==> config.mk <==
export PLATFORM = sky130hd
export DESIGN_NAME = operand_fetch
export DESIGN_NICKNAME = d
export VERILOG_FILES = /design/src/rtl/operand_fetch.sv
export SDC_FILE = /design/constraint.sdc
export NUM_CORES = 1
export LEC_CHECK = 0
export BUFFER_PORTS_ARGS = -buffer_cell sky130_fd_sc_hd__buf_2
export CAP_MARGIN = 10
export CORE_ASPECT_RATIO = 1.5
export CORE_UTILIZATION = 30
export DETAILED_ROUTE_END_ITERATION = 8
export GPL_ROUTABILITY_DRIVEN = 0
export GPL_TIMING_DRIVEN = 0
export PLACE_DENSITY = 0.49
export SKIP_LAST_GASP = 1
export SLEW_MARGIN = 20
export SYNTH_ARGS = -nofsm -noshare
export SYNTH_HDL_FRONTEND = slang
export SYNTH_SLANG_ARGS = --single-unit
==> constraint.sdc <==
create_clock -name clk -period 6.7 [get_ports clk]
set_input_delay 0.67 -clock clk [delete_from_list [all_inputs] [get_ports clk]]
set_output_delay 0.67 -clock clk [all_outputs]
set_load 0.02 [all_outputs]
==> src/rtl/operand_fetch.sv <==
// operand_fetch: register-read stage with writeback forwarding, per-register scoreboard and RAW/WAW stall.
// Define OPERAND_FETCH_STALL_COUNTER_EN to add a saturating hazard-stall counter output.
module operand_fetch #(
   parameter  int DATA_WIDTH    = 32,
   parameter  int NUM_REGISTERS = 32,
   parameter  int PAYLOAD_WIDTH = 16,
   localparam int REG_W         = $clog2(NUM_REGISTERS)
) (
   input  logic                     clk,
   input  logic                     rst,
   input  logic                     in_valid,
   output logic                     in_ready,
   input  logic [REG_W-1:0]         in_rs1,
   input  logic [REG_W-1:0]         in_rs2,
   input  logic                     in_uses_rs1,
   input  logic                     in_uses_rs2,
   input  logic [REG_W-1:0]         in_rd,
   input  logic [PAYLOAD_WIDTH-1:0] in_payload,
   output logic [REG_W-1:0]         rf_read_register_1,
   output logic [REG_W-1:0]         rf_read_register_2,
   input  logic [DATA_WIDTH-1:0]    rf_result_1,
   input  logic [DATA_WIDTH-1:0]    rf_result_2,
   input  logic [REG_W-1:0]         wb_register,
   input  logic [DATA_WIDTH-1:0]    wb_data,
   input  logic                     flush,
   output logic                     out_valid,
   input  logic                     out_ready,
   output logic [DATA_WIDTH-1:0]    out_operand_1,
   output logic [DATA_WIDTH-1:0]    out_operand_2,
   output logic [REG_W-1:0]         out_rd,
   output logic [PAYLOAD_WIDTH-1:0] out_payload
`ifdef OPERAND_FETCH_STALL_COUNTER_EN
  ,output logic [31:0]              stall_count
`endif
);
   logic [NUM_REGISTERS-1:0] r_pending;
   logic [NUM_REGISTERS-1:0] w_pend_next;
   logic                     r_out_valid;
   logic [DATA_WIDTH-1:0]    r_op1, r_op2;
   logic [REG_W-1:0]         r_out_rd;
   logic [PAYLOAD_WIDTH-1:0] r_payload;
   logic                     w_wb_en, w_raw1, w_raw2, w_waw, w_hazard, w_accept;
   logic [DATA_WIDTH-1:0]    w_op1, w_op2;

   assign rf_read_register_1 = in_rs1;
   assign rf_read_register_2 = in_rs2;
   assign w_wb_en  = wb_register != '0;
   assign w_op1    = !in_uses_rs1 ? '0 : (w_wb_en && in_rs1 == wb_register) ? wb_data : rf_result_1;
   assign w_op2    = !in_uses_rs2 ? '0 : (w_wb_en && in_rs2 == wb_register) ? wb_data : rf_result_2;
   assign w_raw1   = in_uses_rs1 && in_rs1 != '0 && r_pending[in_rs1] && wb_register != in_rs1;
   assign w_raw2   = in_uses_rs2 && in_rs2 != '0 && r_pending[in_rs2] && wb_register != in_rs2;
   assign w_waw    = in_rd != '0 && r_pending[in_rd] && wb_register != in_rd;
   assign w_hazard = w_raw1 || w_raw2 || w_waw;
   assign in_ready = !rst && !flush && (!r_out_valid || out_ready) && !w_hazard;
   assign w_accept = in_valid && in_ready;

   // set is applied last so it wins over a same-index writeback clear
   always_comb begin
      w_pend_next = r_pending;
      if (w_wb_en) w_pend_next[wb_register] = 1'b0;
      if (flush && r_out_valid && r_out_rd != '0) w_pend_next[r_out_rd] = 1'b0;
      if (w_accept && in_rd != '0) w_pend_next[in_rd] = 1'b1;
      w_pend_next[0] = 1'b0;
   end

   always_ff @(posedge clk) begin
      if (rst) begin
         r_pending   <= '0;
         r_out_valid <= 1'b0;
         r_op1       <= '0;
         r_op2       <= '0;
         r_out_rd    <= '0;
         r_payload   <= '0;
      end else begin
         r_pending <= w_pend_next;
         if (flush) r_out_valid <= 1'b0;
         else if (w_accept) begin
            r_out_valid <= 1'b1;
            r_op1       <= w_op1;
            r_op2       <= w_op2;
            r_out_rd    <= in_rd;
            r_payload   <= in_payload;
         end else if (out_ready) r_out_valid <= 1'b0;
      end
   end

   assign out_valid     = r_out_valid;
   assign out_operand_1 = r_op1;
   assign out_operand_2 = r_op2;
   assign out_rd        = r_out_rd;
   assign out_payload   = r_payload;

`ifdef OPERAND_FETCH_STALL_COUNTER_EN
   logic [31:0] r_stall;
   always_ff @(posedge clk) begin
      if (rst) r_stall <= '0;
      else if (in_valid && w_hazard && !flush && r_stall != '1) r_stall <= r_stall + 32'd1;
   end
   assign stall_count = r_stall;
`endif
endmodule
Word-level counts from Yosys, hierarchy flattened
Cells that the tools add are included.
{ "totals": {"inputBits": 139, "reg_bits": 118, "wordCells": 82, "out_inout_bits": 97} }
{ "op_classes": {"mux": 21, "n_reduce_logical": 35, "bitwise_logic": 6, "n_lt_le_gt_ge": 8, "n_eq_ne": 5} }
{ "ops": {"columns": ["operator", "n"], "rows": [
  ["$mux W32", 7],
  ["$and A32 B32 Y32", 2],
  ["$not A32 Y32", 2],
  ["$or A32 B32 Y32", 1],
  ["$lt A5 B6 Y1 const B", 5],
  ["$reduce_bool A5 Y1", 5],
  ["$logic_and A1 B1 Y1", 20],
  ["$bmux W1 S5", 3],
  ["$demux W1 S5", 3],
  ["$ge A5 B1 Y1 const B", 3],
  ["$ne A5 B5 Y1", 3],
  ["$eq A5 B5 Y1", 2],
  ["$mux W1", 8],
  ["$logic_not A1 Y1", 4],
  ["$logic_or A1 B1 Y1", 3],
  ["$reduce_and A2 Y1", 1],
  ["$reduce_bool A2 Y1", 1],
  ["$reduce_or A2 Y1", 1],
  ["$not A1 Y1", 1]
]} }

Logic depth before layout (Yosys ltp)
{ "logic_depth": {"word_depth": 11, "depth_mapped": 12, "mapped_depth_nobuf": 7} }

Worst setup path after synthesis
OpenSTA, ideal clock, no wires.
{ "synth_timing": {"kind": "input-to-output", "from": "input port in_rs1[2]", "to": "output port in_ready", "t_arrival_ns": 2.328, "required_ns": 6.030, "setup_slack_ns": 3.702, "stages": 5, "path_buffers": 1, "path_cell_list": "clkbuf_1 -> mux4_2 -> mux4_2 -> o211a_1 -> and3_1"} }
{ "synth_between": {"elab_chain_len": 8, "word_cells_on_any_way": 11, "classes_between": "1 x eq/ne; 2 x mux; 8 x reduce/logical"} }
{ "synth_rtl": {"columns": ["item", "line_no", "source"], "rows": [
  ["start, declared", "13", "input logic [REG_W-1:0] in_rs1,"],
  ["$bmux W1 S5 / $reduce_bool A5 Y1 (equally long branches)", "50", "assign w_raw1 = in_uses_rs1 && in_rs1 != '0 && r_pending[in_rs1] && wb_register != in_rs1;"],
  ["$mux W1 (implied by the code) / $logic_and A1 B1 Y1 (equally long branches)", "50", null],
  ["$logic_and A1 B1 Y1", "50", null],
  ["$logic_and A1 B1 Y1 *", "50", null],
  ["$logic_or A1 B1 Y1 * (2 in series)", "53", "assign w_hazard = w_raw1 || w_raw2 || w_waw;"],
  ["$logic_not A1 Y1 *", "54", "assign in_ready = !rst && !flush && (!r_out_valid || out_ready) && !w_hazard;"],
  ["$logic_and A1 B1 Y1 *", "54", null],
  ["end, declared", "12", "output logic in_ready,"]
]} }
Mark *: on every way between the ends. The rest lies on a longest branch, timed or not. The select of a mux whose other input is x is not followed.

Worst setup path after layout
Ends and elaborated chain as after synthesis.

==> qor.txt <==
SETUP PATH
----------------------------------------------------------------------------------------
Arr. time, crit path                                                             2.75 ns
Crit-path max cell delay                                                         0.61 ns
Crit Path Class                                                             primary input to output pin
Required time of the worst setup path                                            6.03 ns
Slowest CP cell                                                                   mux4_2
Cell-by-cell trace of the critical path                                     clkbuf_1 -> mux4_2 -> mux4_2 -> o211a_1 -> and3_1 -> buf_2
Crit end category                                                             output pin
Most repeated library cell on the critical path                                   mux4_2
Type of origin of the critical path                                         primary input
Top fanout value on the critical path                                                  6

SYNTHESIS
----------------------------------------------------------------------------------------
Post-synthesis cell area                                                      7230 sq um
Most instantiated flip-flop cell in the synthesis netlist                        dfxtp_1
Cell variety after synth                                                              43
Flop and latch count out of synthesis                                                117
Synthesized netlist net count                                                        894
Count of synthesis-stage warnings from yosys                                           0
Number of synthesized flops with an enable pin                                         0
Number of standard cells after synthesis                                             755
Async SR Flop Fraction                                                                0%
Average cell area after synthesis                                             9.58 sq um
Sequential element share of the synthesized area                                   32.4%

GRT
----------------------------------------------------------------------------------------
Maximum number of pins on one net before global-route repair                          17
GRT Resource Usage Total                                                           21.0%
Leftover overflow at the end of global routing                                         0
Via count of the first global-routing pass                                          6528
Wire length of the first global-routing pass                                38200 microns
Number of antenna violations at the first check in global routing                      1

FLOORPLANNING
----------------------------------------------------------------------------------------
Number of standard-cell rows in the floorplan                                         69
Io pins                                                                              236
Initial core utilization                                                           30.6%
Vertical die dimension                                                       192 microns
Die outline area                                                             24700 sq um
Chip width                                                                   129 microns
Placeable core region                                                        23700 sq um

CLOCK TREE
----------------------------------------------------------------------------------------
Cts bufs inserted                                                                     17
TritonCTS clock tree                                                                done
CTS resizes                                                                            0
Number of buffers inserted by hold repair at cts                                       0
Number of H-tree levels                                                                4
CTS clock-pin slew for the worst setup and hold paths                            0.06 ns
Number of clock sinks                                                                117
Max Buffers Root-to-Sink                                                               2
Post-CTS setup-driven buffer insertion count                                           0
Buffer cell driving the clock tree root                                        clkbuf_16
Worst-Skew Late Latency                                                          0.41 ns

DRT
----------------------------------------------------------------------------------------
Count of antenna-violating nets left after detailed routing                            0
Number of vias after detailed routing                                               6515
DR WL/cell                                                                  19.2 microns
DRT Wirelength                                                              25600 microns
Router iterations before antenna repair                                                6
Starting DRC count in detailed routing                                               272
Post-detailed-route via-to-cell ratio                                               4.89
Total DRC errors in the routed layout                                                  0

TIMING
----------------------------------------------------------------------------------------
Crit path time final                                                             3.42 ns
Final Hold Vio Count                                                                   0
Rel. slew slack                                                                    42.7%
Slew of the pin with the lowest slew margin                                     0.860 ns
Portion of the clock cycle consumed by the worst path in the final layout          51.1%
Final Slew Violations                                                                  0
Final Skew                                                                    0.00924 ns
Achievable frequency                                                             292 MHz
Crit path setup slack, layout                                                    3.28 ns
Aggregate negative setup slack                                                      0 ns
Count of final setup violators                                                         0
Unrepaired setup endpoints after global routing                                       no

FINAL LAYOUT
----------------------------------------------------------------------------------------
Fill count                                                                          2493
Post-layout nets                                                                    1137
Signed area change from the synthesized netlist to the final layout                30.5%
Share of cells above drive strength 1                                              39.3%

OUTCOME
----------------------------------------------------------------------------------------
Result of the run                                                              completed

RUN
----------------------------------------------------------------------------------------
Number of max-capacitance violations reported                                          0

PLACE
----------------------------------------------------------------------------------------
Number of port buffers                                                               224
Worst slack at placement                                                         2.97 ns
Dpl hpwl                                                                    20200 microns

POWER
----------------------------------------------------------------------------------------
Leak pwr                                                                      0.00433 uW
Power, Total                                                                     2090 uW
Power per cell area                                                          221 nW/um^2
IR drop worst, VDD                                                            0.000121 V

HOLD PATH
----------------------------------------------------------------------------------------
Class of the tightest hold or removal check                                 flip-flop to flip-flop

[state kept, by name, indices dropped and copies added (netlist names)]
signal	cells
out_payload	16
out_valid	1
out_operand_2	32
r_pending	31
out_operand_1	32
out_rd	5
[worst paths after layout]
check / startpoint / end / slack [ns] / depth (start not counted)
max: in_rs1[2] / in_ready / 3.28 / 6
min: out_operand_1[19]$_SDFFE_PP0P_ / out_operand_1[19]$_SDFFE_PP0P_ / 0.47 / 2
max reg2reg: r_pending[7]$_SDFF_PP0_ / out_payload[10]$_SDFFE_PP0P_ / 4.02 / 8
min reg2reg: out_operand_1[19]$_SDFFE_PP0P_ / out_operand_1[19]$_SDFFE_PP0P_ / 0.47 / 2
[placed cells by master, fill, tap and decap left out, types with 2 or more instances in the layout]
cell type	n
buf_2	232
dfxtp_1	117
mux2_2	88
mux2i_1	86
nand2_1	84
nand2b_1	78
nor2b_1	60
clkbuf_1	44
o221ai_1	33
o31ai_1	28
clkbuf_16	17
mux4_2	15
buf_4	13
nor2_1	11
xnor2_1	10
or2_2	9
nand3_1	8
nand3b_1	8
bufinv_16	6
buf_6	5
buf_1	5
xor2_1	4
o22ai_1	4
clkbuf_8	4
nor3_1	3
o211ai_1	3
or3_1	3
nand4_1	3
o41ai_1	3
clkinv_2	3
o32a_1	2
o21ai_0	2
a211oi_1	2
and3_1	2
o21ai_1	2
buf_8	2
or3b_2	2
[kinds of logic after synthesis]
| kind of cell | count (synthesis) | synth area share [%] |
|---|---|---|
| mux | 189 | 30.3 |
| compound gates | 85 | 9.40 |
| flops | 117 | 32.4 |
| buf+inv | 78 | 5.92 |
| simple gates | 272 | 20.3 |
| xor+xnor | 14 | 1.70 |
[critical path: cells and delay by family]
family / cells / cell delay [ns]
buf+inv: 2 / 0.59
simple gates: 1 / 0.14
mux: 2 / 1.10
compound gates: 1 / 0.24
[Yosys cell counts, drive strengths merged (8+ instances only)]
cell type	number	area, sq um
dfxtp	117	2340
mux2	88	991
mux2i	86	861
nand2	84	315
nand2b	78	488
nor2b	60	375
clkbuf	42	158
buf	34	263
o221ai	33	289
o31ai	28	210
mux4	15	338
nor2	11	41.3
xnor2	10	87.6
or2	9	56.3
nand3	8	40.0
nand3b	8	60.1
[area by class of cell]
cell class                 instances  area (sq um)  share of cell area (%)
inverter                           2          7.51                  0.0796
multi-input combinational        560          4460                    47.3
timing repair buffer             224          1120                    11.9
clock inverter                     9           195                    2.07
tap                              319           399                    4.23
antenna                            1          2.50                  0.0265
sequential                       117          2340                    24.8
clock buffer                      23           488                    5.17
buffer                            76           420                    4.46
[metrics by stage]
stage / hold WS [ns] / utilization, % / instance area, sq um / cells
floorplan: 0.549 / - / 7230 / 755
global placement: 0.457 / 37.0 / 8750 / 1298
detailed placement: 0.462 / 37.0 / 8750 / 1298
CTS: 0.466 / 39.9 / 9430 / 1330
global route: 0.477 / 39.9 / 9440 / 1331
finish: 0.471 / 39.9 / 9440 / 1331
[per-layer routing]
layer,track usage (%),vias up,wire length [microns],share of wire (%)
met3,3.54,43,1220,4.8
met2,39.2,243,13800,54
met4,9.46,0,778,3.0
li1,-,3177,-,-
met1,22.7,3052,9790,38
met5,0,-,0,0
[where the power goes]
group,internal [uW],total [uW],switching [uW]
logic,131,301,170
registers,715,726,10.6
clock network,736,1060,323
(Power assumes the default switching activity.)
